[src/rtl/disp_pkg.sv]
`default_nettype none
// ---------------------------------------------------------------------------
// disp_pkg : shared widths, FSM encoding and grant codes for disp_rdarb
// Rev 1.0
// ---------------------------------------------------------------------------
package disp_pkg;

    localparam int ADDR_W         = 32;
    localparam int DATA_W         = 64;
    localparam int LEN_W          = 8;
    localparam int RESP_W         = 2;
    localparam int STARVE_W       = 3;
    localparam int STARVE_LIM_DEF = 4;

    typedef enum logic [1:0] {
        ST_IDLE = 2'd0,
        ST_ADDR = 2'd1,
        ST_DATA = 2'd2
    } state_e;

    localparam logic [1:0] GNT_NONE = 2'b00;
    localparam logic [1:0] GNT_M0   = 2'b01;
    localparam logic [1:0] GNT_M1   = 2'b10;

endpackage
`default_nettype wire

[src/rtl/disp_rdarb_if.sv]
`default_nettype none
// ---------------------------------------------------------------------------
// disp_rdarb_if : one read-address / read-data channel pair
// Rev 1.0
// ---------------------------------------------------------------------------
interface disp_rdarb_if;
    import disp_pkg::*;

    logic [ADDR_W-1:0] ARADDR;
    logic [LEN_W-1:0]  ARLEN;
    logic              ARVALID;
    logic              ARREADY;
    logic [DATA_W-1:0] RDATA;
    logic [RESP_W-1:0] RRESP;
    logic              RLAST;
    logic              RVALID;
    logic              RREADY;

    // master issues addresses and accepts data
    modport master (
        output ARADDR, ARLEN, ARVALID, RREADY,
        input  ARREADY, RDATA, RRESP, RLAST, RVALID
    );

    modport slave (
        input  ARADDR, ARLEN, ARVALID, RREADY,
        output ARREADY, RDATA, RRESP, RLAST, RVALID
    );

endinterface
`default_nettype wire

[src/rtl/disp_rdarb_sel.sv]
`default_nettype none
// ---------------------------------------------------------------------------
// disp_rdarb_sel : M0-priority grant decision with M1 anti-starvation counter
// Rev 1.0
// ---------------------------------------------------------------------------
module disp_rdarb_sel
    import disp_pkg::*;
#(
    parameter int STARVE_LIM = STARVE_LIM_DEF
) (
    input  logic       ACLK,
    input  logic       ARST,
    input  logic       i_req0,
    input  logic       i_req1,
    input  logic       i_take,
    output logic [1:0] o_win
);

    localparam logic [STARVE_W-1:0] LIM = STARVE_W'(STARVE_LIM);

    logic [STARVE_W-1:0] starve_q;
    logic [STARVE_W-1:0] starve_d;

    always_comb begin
        o_win = GNT_NONE;
        if (i_req1 && (!i_req0 || (starve_q >= LIM))) begin
            o_win = GNT_M1;
        end else if (i_req0) begin
            o_win = GNT_M0;
        end
    end

    // Counter only moves on a taken grant; it measures M1's lost arbitrations
    always_comb begin
        starve_d = starve_q;
        if (i_take) begin
            if (o_win == GNT_M1) begin
                starve_d = '0;
            end else if (o_win == GNT_M0) begin
                if (!i_req1) begin
                    starve_d = '0;
                end else if (starve_q < LIM) begin
                    starve_d = starve_q + 1'b1;
                end
            end
        end
    end

    always_ff @(posedge ACLK) begin
        if (!ARST) begin
            starve_q <= '0;
        end else begin
            starve_q <= starve_d;
        end
    end

endmodule
`default_nettype wire

[src/rtl/disp_rdarb.sv]
`default_nettype none
// ---------------------------------------------------------------------------
// disp_rdarb : two-requester read arbiter onto one memory port, one burst
//              outstanding at a time
// Rev 1.0
// ---------------------------------------------------------------------------
module disp_rdarb
    import disp_pkg::*;
#(
    parameter int STARVE_LIM = STARVE_LIM_DEF
) (
    input  logic             ACLK,
    input  logic             ARST,
    disp_rdarb_if.slave      M0,
    disp_rdarb_if.slave      M1,
    disp_rdarb_if.master     MEM,
    output logic [1:0]       GNT
);

    state_e     state_q;
    state_e     state_d;
    logic [1:0] gnt_q;
    logic [1:0] gnt_d;

    logic [1:0] w_win;
    logic       w_take;
    logic       w_addr_ph;
    logic       w_data_ph;
    logic       w_rready;

    assign w_take    = (state_q == ST_IDLE) && (M0.ARVALID || M1.ARVALID);
    assign w_addr_ph = (state_q == ST_ADDR);
    assign w_data_ph = (state_q == ST_DATA);

    disp_rdarb_sel #(
        .STARVE_LIM (STARVE_LIM)
    ) u_sel (
        .ACLK   (ACLK),
        .ARST   (ARST),
        .i_req0 (M0.ARVALID),
        .i_req1 (M1.ARVALID),
        .i_take (w_take),
        .o_win  (w_win)
    );

    always_ff @(posedge ACLK) begin
        if (!ARST) begin
            state_q <= ST_IDLE;
            gnt_q   <= GNT_NONE;
        end else begin
            state_q <= state_d;
            gnt_q   <= gnt_d;
        end
    end

    // Address phase completes on the registered grant even if the requester
    // withdraws its ARVALID
    always_comb begin
        state_d = state_q;
        gnt_d   = gnt_q;
        case (state_q)
            ST_IDLE: begin
                if (w_take) begin
                    state_d = ST_ADDR;
                    gnt_d   = w_win;
                end
            end
            ST_ADDR: begin
                if (MEM.ARREADY) begin
                    state_d = ST_DATA;
                end
            end
            ST_DATA: begin
                if (MEM.RVALID && w_rready && MEM.RLAST) begin
                    state_d = ST_IDLE;
                    gnt_d   = GNT_NONE;
                end
            end
            default: begin
                state_d = ST_IDLE;
                gnt_d   = GNT_NONE;
            end
        endcase
    end

    assign MEM.ARVALID = w_addr_ph;
    assign MEM.ARADDR  = !w_addr_ph ? '0 : (gnt_q[1] ? M1.ARADDR : M0.ARADDR);
    assign MEM.ARLEN   = !w_addr_ph ? '0 : (gnt_q[1] ? M1.ARLEN  : M0.ARLEN);

    assign M0.ARREADY  = w_addr_ph && gnt_q[0] && MEM.ARREADY;
    assign M1.ARREADY  = w_addr_ph && gnt_q[1] && MEM.ARREADY;

    assign w_rready    = w_data_ph && ((gnt_q[0] && M0.RREADY) || (gnt_q[1] && M1.RREADY));
    assign MEM.RREADY  = w_rready;

    assign M0.RVALID   = w_data_ph && gnt_q[0] && MEM.RVALID;
    assign M1.RVALID   = w_data_ph && gnt_q[1] && MEM.RVALID;
    assign M0.RLAST    = w_data_ph && gnt_q[0] && MEM.RLAST;
    assign M1.RLAST    = w_data_ph && gnt_q[1] && MEM.RLAST;

    // read data is shared by both requesters with no pipeline stage
    assign M0.RDATA    = MEM.RDATA;
    assign M1.RDATA    = MEM.RDATA;
    assign M0.RRESP    = MEM.RRESP;
    assign M1.RRESP    = MEM.RRESP;

    assign GNT         = gnt_q;

endmodule
`default_nettype wire

[src/flat_wrapper.sv]
// flat-port wrapper written by rule: the top's interface ports become plain ports
module disp_rdarb_flat import disp_pkg::*;
#(
    parameter int STARVE_LIM = STARVE_LIM_DEF
)
  (ACLK, ARST, GNT, M0_ARADDR, M0_ARLEN, M0_ARVALID, M0_RREADY, M0_ARREADY, M0_RDATA, M0_RRESP, M0_RLAST, M0_RVALID, M1_ARADDR, M1_ARLEN, M1_ARVALID, M1_RREADY, M1_ARREADY, M1_RDATA, M1_RRESP, M1_RLAST, M1_RVALID, MEM_ARADDR, MEM_ARLEN, MEM_ARVALID, MEM_RREADY, MEM_ARREADY, MEM_RDATA, MEM_RRESP, MEM_RLAST, MEM_RVALID);
  disp_rdarb_if M0_i ();
  disp_rdarb_if M1_i ();
  disp_rdarb_if MEM_i ();
  input  logic ACLK;
  input  logic ARST;
  output logic [1:0] GNT;
  input wire logic [$bits(M0_i.ARADDR)-1:0] M0_ARADDR;
  input wire logic [$bits(M0_i.ARLEN)-1:0] M0_ARLEN;
  input wire logic [$bits(M0_i.ARVALID)-1:0] M0_ARVALID;
  input wire logic [$bits(M0_i.RREADY)-1:0] M0_RREADY;
  output wire logic [$bits(M0_i.ARREADY)-1:0] M0_ARREADY;
  output wire logic [$bits(M0_i.RDATA)-1:0] M0_RDATA;
  output wire logic [$bits(M0_i.RRESP)-1:0] M0_RRESP;
  output wire logic [$bits(M0_i.RLAST)-1:0] M0_RLAST;
  output wire logic [$bits(M0_i.RVALID)-1:0] M0_RVALID;
  input wire logic [$bits(M1_i.ARADDR)-1:0] M1_ARADDR;
  input wire logic [$bits(M1_i.ARLEN)-1:0] M1_ARLEN;
  input wire logic [$bits(M1_i.ARVALID)-1:0] M1_ARVALID;
  input wire logic [$bits(M1_i.RREADY)-1:0] M1_RREADY;
  output wire logic [$bits(M1_i.ARREADY)-1:0] M1_ARREADY;
  output wire logic [$bits(M1_i.RDATA)-1:0] M1_RDATA;
  output wire logic [$bits(M1_i.RRESP)-1:0] M1_RRESP;
  output wire logic [$bits(M1_i.RLAST)-1:0] M1_RLAST;
  output wire logic [$bits(M1_i.RVALID)-1:0] M1_RVALID;
  output wire logic [$bits(MEM_i.ARADDR)-1:0] MEM_ARADDR;
  output wire logic [$bits(MEM_i.ARLEN)-1:0] MEM_ARLEN;
  output wire logic [$bits(MEM_i.ARVALID)-1:0] MEM_ARVALID;
  output wire logic [$bits(MEM_i.RREADY)-1:0] MEM_RREADY;
  input wire logic [$bits(MEM_i.ARREADY)-1:0] MEM_ARREADY;
  input wire logic [$bits(MEM_i.RDATA)-1:0] MEM_RDATA;
  input wire logic [$bits(MEM_i.RRESP)-1:0] MEM_RRESP;
  input wire logic [$bits(MEM_i.RLAST)-1:0] MEM_RLAST;
  input wire logic [$bits(MEM_i.RVALID)-1:0] MEM_RVALID;
  assign M0_i.ARADDR = M0_ARADDR;
  assign M0_i.ARLEN = M0_ARLEN;
  assign M0_i.ARVALID = M0_ARVALID;
  assign M0_i.RREADY = M0_RREADY;
  assign M0_ARREADY = M0_i.ARREADY;
  assign M0_RDATA = M0_i.RDATA;
  assign M0_RRESP = M0_i.RRESP;
  assign M0_RLAST = M0_i.RLAST;
  assign M0_RVALID = M0_i.RVALID;
  assign M1_i.ARADDR = M1_ARADDR;
  assign M1_i.ARLEN = M1_ARLEN;
  assign M1_i.ARVALID = M1_ARVALID;
  assign M1_i.RREADY = M1_RREADY;
  assign M1_ARREADY = M1_i.ARREADY;
  assign M1_RDATA = M1_i.RDATA;
  assign M1_RRESP = M1_i.RRESP;
  assign M1_RLAST = M1_i.RLAST;
  assign M1_RVALID = M1_i.RVALID;
  assign MEM_ARADDR = MEM_i.ARADDR;
  assign MEM_ARLEN = MEM_i.ARLEN;
  assign MEM_ARVALID = MEM_i.ARVALID;
  assign MEM_RREADY = MEM_i.RREADY;
  assign MEM_i.ARREADY = MEM_ARREADY;
  assign MEM_i.RDATA = MEM_RDATA;
  assign MEM_i.RRESP = MEM_RRESP;
  assign MEM_i.RLAST = MEM_RLAST;
  assign MEM_i.RVALID = MEM_RVALID;
  disp_rdarb #(.STARVE_LIM(STARVE_LIM)) u_core (.ACLK(ACLK), .ARST(ARST), .M0(M0_i), .M1(M1_i), .MEM(MEM_i), .GNT(GNT));
endmodule
[config.mk]
export PLATFORM = sky130hd
export DESIGN_NAME = disp_rdarb_flat
export DESIGN_NICKNAME = d
export VERILOG_FILES = /design/src/rtl/disp_pkg.sv /design/src/rtl/disp_rdarb_if.sv /design/src/rtl/disp_rdarb_sel.sv /design/src/rtl/disp_rdarb.sv /design/src/flat_wrapper.sv
export SDC_FILE = /design/constraint.sdc
export NUM_CORES = 1
export LEC_CHECK = 0
export ABC_AREA = 1
export CAP_MARGIN = 15
export CORE_AREA = 2 2 131 133
export CTS_CLUSTER_DIAMETER = 120
export DETAILED_ROUTE_END_ITERATION = 8
export DIE_AREA = 0 0 133 135
export PLACE_DENSITY = 0.57
export RECOVER_POWER = 25
export SYNTH_ARGS = -nofsm -noshare
export SYNTH_HDL_FRONTEND = slang
export SYNTH_SLANG_ARGS = --single-unit
export TNS_END_PERCENT = 20
[constraint.sdc]
create_clock -name ACLK -period 1 [get_ports ACLK]
set_clock_uncertainty 0.05 [all_clocks]
set_input_delay 0.15 -clock ACLK [delete_from_list [all_inputs] [get_ports ACLK]]
set_output_delay 0.15 -clock ACLK [all_outputs]
set_load 0.01 [all_outputs]
# Yosys cells after proc, flatten, opt, wreduce, memory -nomap -nowiden
# Index checks and enable logic that the tools add are counted.
# Widths: inputs -> output; s select.
[word_totals] regBits=7 latch_bits=0 ram_bits=0 rom_bits=0 input_bits=155 out_inout_bits=182 wordCells=57 memories=0
[op_classes] addsub=1 n_mul=0 n_div=0 magnitude_cmp=2 n_eq_ne=8 n_shift=0 muxes=16 bitwise_logic=1 reduce_logical=26
[op_table] cell="$mux 32" count=2
[op_table] cell="$logic_and 1x1->1" count=17
[op_table] cell="$mux 8" count=2
[op_table] cell="$mux 3" count=4
[op_table] cell="$pmux 2 s3" count=2
[op_table] cell="$mux 2" count=5
[op_table] cell="$reduce_and 3->1" count=3
[op_table] cell="$ne 2x2->1 const B" count=3
[op_table] cell="$eq 2x1->1 const B" count=2
[op_table] cell="$eq 2x2->1 const B" count=2
[op_table] cell="$add 3x1->3 const B" count=1
[op_table] cell="$ge 3x3->1 const B" count=1
[op_table] cell="$logic_or 1x1->1" count=3
[op_table] cell="$lt 3x3->1 const B" count=1
[op_table] cell="$ne 3x1->1 const B" count=1
[op_table] cell="$logic_not 2->1" count=1
[op_table] cell="$reduce_bool 2->1" count=1
[op_table] cell="$logic_not 1->1" count=1
[op_table] cell="$mux 1" count=1
[op_table] cell="$not 1->1" count=1

# Longest topological paths before layout
[depth] ltp_word=7 mapped_depth=9 ltp_nobuf=8

# Modules after synthesis
# A second synthesis with hierarchy kept.
[unflattened] hier_cells=349 hier_area_um2=2049.5
[by_module_without_submodules] module="disp_rdarb" n_inst=1 cells_per_inst=316 area_each_um2=1855.5 seq_area_each_um2=80.1
[by_module_without_submodules] module="disp_rdarb_sel" n_inst=1 cells_per_inst=33 area_each_um2=193.9 seq_area_each_um2=60.1

# Worst setup path before layout
# No wires, ideal clock.
[synth_timing] path_type="reg-to-output" from="register u_core.gnt_q[1], in the netlist u_core.GNT[1]" to="output MEM_ARADDR[20]" arrival_ns=1.070 required_time_ns=0.800 slack_ns=-0.270 path_stages_with_launch=5 n_path_buf=2 path_cell_list="dfxtp_1 -> buf_4 -> clkbuf_1 -> nand2_1 -> a21oi_1"
[synth_between] elab_chain_cells=2
[synth_rtl] item="start, declared" line="disp_rdarb.sv:22" text="logic [1:0] gnt_q;"
[synth_rtl] item="start signal, assigned" line="disp_rdarb.sv:52" text="gnt_q <= gnt_d;"
[synth_rtl] item="$mux 32 (2 in a row)" line="disp_rdarb.sv:87" text="assign MEM.ARADDR = !w_addr_ph ? '0 : (gnt_q[1] ? M1.ARADDR : M0.ARADDR);"
[synth_rtl] item="end, declared" line="flat_wrapper.sv:31" text="output wire logic [$bits(MEM_i.ARADDR)-1:0] MEM_ARADDR;"
# Every way passes these cells.

# Worst setup path after layout
[layout_timing] from="register u_core.gnt_q[1], in the netlist u_core.GNT[1]" to="output MEM_ARADDR[4]"
# Same word-level chain as after synthesis.

==> metrics <==
status=finished, violations left; violated checks=setup timing; worst hold path type=in2out; min Tclk post-route=roughly 1.5 ns; Avg Cell Area, Syn=slightly above 6 µm²; WL met2=3970 µm; Slew Limit Fails=0; dpl ws=-0.725 ns; DR top layer=met4; number of max-cap violations=0; Hold Fails Final Rpt=0; Final GP Congestion=~0.74; CP max-delay cell=dfxtp_4; Area Overhead vs Synth=62.7%; initial antenna violation count=0; fraction of layout cells with a size suffix above 1=0.496; crit path max fanout=6; number of H-tree levels=1; Post-synth EDFFs=0; WL per Instance=about 15 µm; Startpoint Class=flop; Die ar.=around 0.018 mm²; Max VDD drop=0.000612 V; grt ovf=0; crit share post-route=1.51; Port Buf Inserts=between 100 and 150; hold slack=~0.25 ns; IO Pins=between 300 and 400; CP dominant cell by count=buf_12; total power=between 0.003 and 0.004 W; largest net degree at the start of global routing=26; CTS root buf=clkbuf_16; WL met1=between 3000 and 4000 µm; Final Util=0.201; final WL=just under 9000 µm; Synth Area in Compound Gates=0.119; Vias=between 2000 and 2500; RSZ-0062 raised after global routing=yes; PD cells=1040 mW/mm²; total CTS buffers=3; die height=roughly 140 µm; Mapped Cells=around 340; multiplexer area fraction after synthesis=0; met3 wire len=between 1000 and 1500 µm; Top FF cell, synth=dfxtp_1; synth unique cells=22; syn_nets=approximately 490; HPWL Detailed=5670 µm; row count=47; CP Class=reg2out; Ys Warns=0; vias in the first global route=2039; initial core utilization=0.123; Clock Sink Count=7; crit path DAT=approximately 1.3 ns; synthesized cell area=just over 0.002 mm²; core region area=0.0164 mm²; post-synthesis xor/xnor area fraction=0; antenna viol nets, final=0; Max-Slew Margin vs Limit=0.859; All-Layer GR Usage=0.0892; largest family of logic cells by synthesized area=buffers and inverters; Final #Nets=about 520; Adder-Cell Fraction of Synth Area=0.00618; Clock transition at path regs=around 0.04 ns; Lkg Pwr=about 1.4 nW; setup ws final=-0.507 ns; TritonCTS clock tree=yes; vias per cell=3.46; Seq/Total Area, Yosys=0.0692; CP Capture Type=output pin; global-route wire length before repair=roughly 12000 µm; FMAX=~660 MHz; Yosys reg bits=7; DRT Pass-1 Iters=4; Max Buffers Root-to-Sink=2; Least-Margin Pin Slew=between 0.2 and 0.25 ns; worst skew pair latency=~0.23 ns; Starting DRT DRC Count=50; Final setup viols=56; crit-path max cell delay=roughly 0.40 ns; DRC=0; Diodes inserted=0; Post-Synth Simple-Gate Area=0.245; crit-path cells=buf_12 > buf_12 > buf_16 > nand2_4 > a21oi_4 > buf_6; chip width=around 130 µm; CP Data Required Time=~0.80 ns; asr flop ratio synth=0
-- critical path, delay by kind of cell (launching register included) --
family / cells / cell delay [ns]
flip-flops: 1 / 0.40
AND/OR/NAND/NOR: 1 / 0.05
AO/OA/AOI/OAI: 1 / 0.14
buffers and inverters: 4 / 0.47
-- state kept, by name, indices dropped and copies added, names as in the netlist --
register / cells
u_core.GNT: 2
u_core.state_q: 2
u_core.u_sel.starve_q: 3
-- area by class of cell --
type	count	area [µm²]
Tap cell	220	275
Clock buffer	4	78.8
Sequential cell	7	148
Multi-Input combinational cell	168	1090
Timing Repair inverter	3	38.8
Fill cell	1851	13100
Timing Repair Buffer	168	1590
Inverter	15	77.6
-- metal layers --
| layer | global-route usage | vias up |
|---|---|---|
| met5 | 0 | - |
| met4 | 0.0514 | 0 |
| met3 | 0.0383 | 62 |
| met2 | 0.146 | 123 |
| met1 | 0.0966 | 863 |
| li1 | - | 978 |
-- report_power, final --
group	internal, W	switching [W]	total [W]
clock network	0.000531	0.000156	0.000687
logic	0.00120	0.00119	0.00239
registers	0.000319	0.0000449	0.000364
-- worst paths after layout --
kind | slack, ns | to | cells after the start | start
worst min register to register | 0.43 | u_core.u_sel.starve_q[1] | 2 | u_core.u_sel.starve_q[1]
worst max-delay path | -0.51 | MEM_ARADDR[4] | 6 | u_core.GNT[1]
worst max register to register | -0.33 | u_core.GNT[0] | 11 | u_core.GNT[1]
worst min-delay path | 0.25 | M0_RDATA[24] | 0 | MEM_RDATA[24]
-- layout by cell type, fill, tap and decap left out, types with 4 or more instances in the layout --
cell type / n
nand2_4: 12
nor2_1: 6
nand2_2: 24
buf_16: 4
a21oi_1: 4
a21oi_2: 40
buf_6: 10
clkdlybuf4s50_1: 87
buf_4: 10
inv_1: 10
buf_12: 8
buf_2: 46
nand2_1: 62
nor3_2: 6
-- synthesized netlist by cell type, types with 2 or more instances --
cell,number,area [µm²]
nor2_1,8,30.0
nand4_1,3,18.8
buf_4,134,1010
nor3_1,6,30.0
buf_2,7,35.0
nand2_2,2,12.5
buf_6,3,33.8
a21oi_1,44,220
inv_1,14,52.6
nand2_1,95,357
nand3_1,2,10.0
dfxtp_1,7,140
-- stage by stage --
step | area, µm² | TNS [ns] | std cells
final | 3300 | -22.56 | 585
after CTS | 3240 | -26.34 | 583
after global placement | 2960 | -32.10 | 563
after global routing | 3300 | -26.67 | 585
after detailed placement | 2960 | -32.40 | 563
after floorplan | 2260 | -2.87 | 335
-- kinds of logic (layout without fill, tap and decap cells) --
group | Yosys count | after routing
flip-flops | 7 | 7
AO/OA/AOI/OAI | 47 | 47
AND/OR/NAND/NOR | 120 | 120
adder cells (fa/ha/maj) | 1 | 1
buffers and inverters | 160 | 190
-- repair_timing --
| action | in CTS | in global routing |
|---|---|---|
| gates cloned | 7 | 1 |
| setup endpoints to repair | 57 | 57 |
| hold buffers | 0 | 0 |
| gates resized for setup | 250 | 21 |
| setup buffers | 9 | 2 |
| pin swaps | 15 | 12 |
Note: power is estimated with default switching activity, not from simulation.
